$ cat config.mk
export PLATFORM = sky130hd
export DESIGN_NAME = appr_div_radix4
export DESIGN_NICKNAME = d
export VERILOG_FILES = /design/src/rtl/appr_pkg.sv /design/src/rtl/appr_div_digit_sel.sv /design/src/rtl/appr_div_radix4.sv
export SDC_FILE = /design/constraint.sdc
export NUM_CORES = 1
export LEC_CHECK = 0
export ABC_CLOCK_PERIOD_IN_PS = 3800
export CORE_ASPECT_RATIO = 2
export CORE_MARGIN = 4
export CORE_UTILIZATION = 51
export DETAILED_ROUTE_END_ITERATION = 10
export GPL_TIMING_DRIVEN = 0
export HOLD_SLACK_MARGIN = 0.15
export PLACE_DENSITY = 0.87
export SLEW_MARGIN = 10
export SYNTH_ARGS = -nofsm -noshare
export SYNTH_HDL_FRONTEND = slang
export SYNTH_HIERARCHICAL = 1
export SYNTH_SLANG_ARGS = --single-unit
$ cat constraint.sdc
create_clock -name iClk -period 3.8 [get_ports iClk]
set_input_delay 0.76 -clock iClk [delete_from_list [all_inputs] [get_ports iClk]]
set_output_delay 0.76 -clock iClk [all_outputs]
set_load 0.03 [all_outputs]
$ cat src/rtl/appr_pkg.sv
// Shared types for the radix-4 restoring divider: FSM encoding and digit-counter sizing.
package appr_pkg;

  typedef enum logic [1:0] {
    ST_IDLE = 2'd0,
    ST_CALC = 2'd1,
    ST_DONE = 2'd2
  } appr_state_e;

  // Counter must be able to hold the value DW (number of radix-4 digits).
  function automatic int cnt_width(input int dw);
    return $clog2(dw + 1);
  endfunction

endpackage

$ cat src/rtl/appr_div_digit_sel.sv
// Radix-4 digit selector: picks the largest q in 0..3 with q*D <= P and returns P - q*D.
module appr_div_digit_sel #(
  parameter int DW = 8
) (
  input  logic [DW+1:0] p_i,
  input  logic [DW-1:0] d_i,
  output logic [1:0]    q_o,
  output logic [DW+1:0] r_o
);

  logic [DW+1:0] d1;
  logic [DW+1:0] d2;
  logic [DW+1:0] d3;

  // 3*D < 4*2^DW, so every multiple fits the DW+2 bit partial width.
  assign d1 = {2'b00, d_i};
  assign d2 = {1'b0, d_i, 1'b0};
  assign d3 = d1 + d2;

  always_comb begin
    q_o = 2'd0;
    r_o = p_i;
    if (p_i >= d3) begin
      q_o = 2'd3;
      r_o = p_i - d3;
    end else if (p_i >= d2) begin
      q_o = 2'd2;
      r_o = p_i - d2;
    end else if (p_i >= d1) begin
      q_o = 2'd1;
      r_o = p_i - d1;
    end
  end

endmodule

$ cat src/rtl/appr_div_radix4.sv
// Sequential radix-4 divider: 2*DW-bit dividend by DW-bit divisor, one quotient digit per clock.
//
// state   | meaning
// --------+-----------------------------------------------------------------
// ST_IDLE | ready for operands; result outputs hold last values
// ST_CALC | retire one radix-4 digit per cycle; zero divisor passes through
// ST_DONE | result presented with oValid until iReady
module appr_div_radix4
  import appr_pkg::*;
#(
  parameter int DW = 8
) (
  input  logic            iClk,
  input  logic            iRstn,
  input  logic            iValid,
  output logic            oReady,
  input  logic [2*DW-1:0] iDividend,
  input  logic [DW-1:0]   iDivisor,
  output logic            oValid,
  input  logic            iReady,
  output logic [2*DW-1:0] oQuotient,
  output logic [DW-1:0]   oRemainder,
  output logic            oDivZero
);

  localparam int CW = cnt_width(DW);
  localparam int QW = 2 * DW;

  appr_state_e   state_q;
  logic [QW-1:0] dvd_q;
  logic [DW-1:0] dvs_q;
  logic [DW+1:0] rem_q;
  logic [CW-1:0] cnt_q;
  logic [QW-1:0] quo_q;
  logic [DW-1:0] rmd_q;
  logic          dz_q;
  logic          valid_q;
  logic          ready_q;

  logic [DW+1:0] p_d;
  logic [1:0]    sel_q;
  logic [DW+1:0] rem_d;
  logic [QW-1:0] dvd_d;

  // dvd_q doubles as the quotient register: dividend bits leave at the top
  // while selected digits enter at the bottom.
  assign p_d   = (rem_q << 2) | {{DW{1'b0}}, dvd_q[QW-1 -: 2]};
  assign dvd_d = {dvd_q[QW-3:0], sel_q};

  appr_div_digit_sel #(.DW(DW)) u_digit_sel (
    .p_i (p_d),
    .d_i (dvs_q),
    .q_o (sel_q),
    .r_o (rem_d)
  );

  always_ff @(posedge iClk or negedge iRstn) begin
    if (!iRstn) begin
      state_q <= ST_IDLE;
      dvd_q   <= '0;
      dvs_q   <= '0;
      rem_q   <= '0;
      cnt_q   <= '0;
      quo_q   <= '0;
      rmd_q   <= '0;
      dz_q    <= 1'b0;
      valid_q <= 1'b0;
      ready_q <= 1'b1;
    end else begin
      case (state_q)
        ST_IDLE: begin
          if (iValid) begin
            dvd_q   <= iDividend;
            dvs_q   <= iDivisor;
            rem_q   <= '0;
            // A zero divisor retires no digits and goes straight to DONE next edge.
            cnt_q   <= (iDivisor == '0) ? '0 : CW'(DW);
            ready_q <= 1'b0;
            state_q <= ST_CALC;
          end
        end
        ST_CALC: begin
          if (cnt_q == '0) begin
            state_q <= ST_DONE;
            valid_q <= 1'b1;
            if (dvs_q == '0) begin
              quo_q <= '1;
              rmd_q <= dvd_q[DW-1:0];
              dz_q  <= 1'b1;
            end else begin
              quo_q <= dvd_q;
              rmd_q <= DW'(rem_q);
              dz_q  <= 1'b0;
            end
          end else begin
            dvd_q <= dvd_d;
            rem_q <= rem_d;
            cnt_q <= cnt_q - CW'(1);
          end
        end
        ST_DONE: begin
          if (iReady) begin
            state_q <= ST_IDLE;
            valid_q <= 1'b0;
            ready_q <= 1'b1;
          end
        end
        default: begin
          state_q <= ST_IDLE;
          valid_q <= 1'b0;
          ready_q <= 1'b1;
        end
      endcase
    end
  end

  assign oReady     = ready_q;
  assign oValid     = valid_q;
  assign oQuotient  = quo_q;
  assign oRemainder = rmd_q;
  assign oDivZero   = dz_q;

endmodule

==> impl_metrics.ini <==
[status]
status = finished with violations
failed_checks = negative setup slack

[timing]
slew_headroom_pct = 46.2
fin_crit_sh_pct = 104
hold_viol = 0
period_needed_ns = 3.94
hold_ws_ns = 0.500
final-setup-viol-count = 6
finalSetupTns_ns = -0.306
fin_ws_ns = -0.141
finClkSkew_ns = 0.00467
worst_slew_pin_slew_ns = 0.807
timing.fmax_ghz = 0.254
finalMaxSlewViolations = 0

[logic_synthesis]
synth.avg_cell_area_um2 = 10.1
synth_nets = 508
yosys_warnings = 6
synthCells = 441
post_synth_instance_area_um2 = 4470

[floorplanning]
start_util_pct = 52.0
die_area_um2 = 10400
core_area_um2 = 8590
die_w_um = 74.2
dieHeight_um = 140
rows = 48
io_pins = 55

[layout]
finalNonFillerCells = 620
multi_input_area_um2 = 2690
n_antenna_cell = 0
drive_above_1_share_pct = 14.6
area_growth_syn_to_layout_pct = 23.1
fillCellCount = 623
ff_latch_area_um2 = 1630
final_util_pct = 64.0
num-nets-final = 582

[clock_network]
cts_tree = done
cts_buffers = 9
cts.htree.levels = 3
clock_latency_ns = 0.33
root_buffer = clkbuf_16
hold_buffers = 0
clk_pin_slew_worst_paths_ns = 0.05
clock_path_buffers = 2
numClockSinks = 65

[detailed_routing]
drt-initial-drc-count = 288
wl_um = 13700
avgViaCountPerCell = 6.49
post-route-drc-count = 0
firstDrtPassIters = 5
ant_nets = 0
vias = 4026
avgRoutedWirePerCell_um = 22.0

[place]
dp_cells = 595
port_buffers = 54
hpwlAfterDp_um = 9840
gp_congestion = 0.919

[setup_path]
critPathLaunchType = flip-flop
crit_slowest_cell = dfrtp_2
max_stage_delay_ns = 0.46
crit_path_end_kind = flip-flop
worstPathArrival_ns = 4.21
critPathTopFamily = compound AO/OA/AOI/OAI gates
required_ns = 4.07
crit_chain = buf_4 > fa_2 > a21o_1 > a21oi_2 > buf_4 > xor2_1 > ha_1 > a211oi_2 > nor2_1 > o31a_1 > o22ai_4 > mux2_2 > a41oi_1 > a22o_1
cp_max_fo = 6
cpMostUsedCell = buf_4
path_buf_inv = 2
critical_path_class = flip-flop to flip-flop

[global_route]
grt_use_met3_pct = 5.32
grtUsageMet1_pct = 25.5
grt_max_degree = 66
antenna_found_initial = 0
busiest_layer = met2
grt_pass1_wl_um = 21200
met2_usage_pct = 46.0
grt_pass1_vias = 4363
grt_util_all_layers_pct = 27.1
grt-ovfl-total = 0

[worst_hold_path]
hp-class = primary input to async pin

[job]
max_cap_viol_count = 0
==> sequential cells by signal (all words and copies together) (netlist names) <==
register and flops:
dvd_q 16, oQuotient 16, dvs_q 8, oRemainder 8
rem_q 8, cnt_q 4, state_q 2, oDivZero 1
oReady 1, oValid 1
==> layout by cell type (no fill, tap or decap), types with 4 or more instances in the layout <==
| master | instances |
|---|---|
| dfrtp_1 | 62 |
| clkdlybuf4s50_1 | 53 |
| ha_1 | 33 |
| nand2_1 | 29 |
| nor2_1 | 27 |
| o21ai_0 | 27 |
| a21oi_1 | 26 |
| mux2i_1 | 25 |
| inv_1 | 21 |
| o22a_1 | 19 |
| a21o_1 | 14 |
| buf_4 | 13 |
| xor2_1 | 10 |
| mux2_2 | 9 |
| clkbuf_16 | 9 |
| buf_2 | 8 |
| a22o_1 | 8 |
| nand3_1 | 8 |
| xnor2_1 | 8 |
| clkbuf_1 | 7 |
| nor2b_1 | 5 |
| nand4_1 | 5 |
| nand2b_1 | 4 |
| nor4_1 | 4 |
| o31ai_1 | 4 |
| a21oi_2 | 4 |
| o21a_1 | 4 |
==> metal layers <==
| layer | routed length, um | part of all wire (%) | vias to the layer above |
|---|---|---|---|
| met1 | 4410 | 32 | 1955 |
| li1 | - | - | 1779 |
| met2 | 7200 | 53 | 198 |
| met5 | 0 | 0 | - |
| met3 | 689 | 5.0 | 94 |
| met4 | 1360 | 10 | 0 |
==> metrics by stage <==
stage / instance area (um^2) / setup slack (ns)
5_1_grt: 5500 / -0.151
2_1_floorplan: 4470 / 0.259
3_3_place_gp: 5130 / -0.231
6_report: 5500 / -0.141
3_5_place_dp: 5130 / -0.323
4_1_cts: 5440 / 0.00929
==> final cells by class <==
type                    count  share of cell area, %
clock buffers              15                   4.69
flip-flops and latches     65                   29.7
plain buffers              16                   1.89
multi-input cells         339                   48.9
repair buffers             63                   11.0
clock inverters             1                 0.0911
well taps                 100                   2.28
inverters                  21                   1.43
==> worst paths after layout <==
check | start | endpoint | slack, ns | depth (start not counted)
worst max-delay path | dvs_q[1] | rem_q[5] | -0.14 | 14
worst min register to register | oValid | oValid | 0.50 | 1
worst min-delay path | iRstn | dvs_q[4] | 0.50 | 1
min in group iClk | oValid | oValid | 0.50 | 1
max in group asynchronous | iRstn | rem_q[1] | 2.74 | 1
worst max register to register | dvs_q[1] | rem_q[5] | -0.14 | 14
==> repair_timing <==
item	in CTS	in global routing
resized for setup	5	7
buffers inserted	5	4
pin swaps	2	8
setup endpoints to repair	10	9
Power is left out: the tool's default activity adds up to more than one toggle a clock period on the data nets, which glitch-free logic cannot reach.
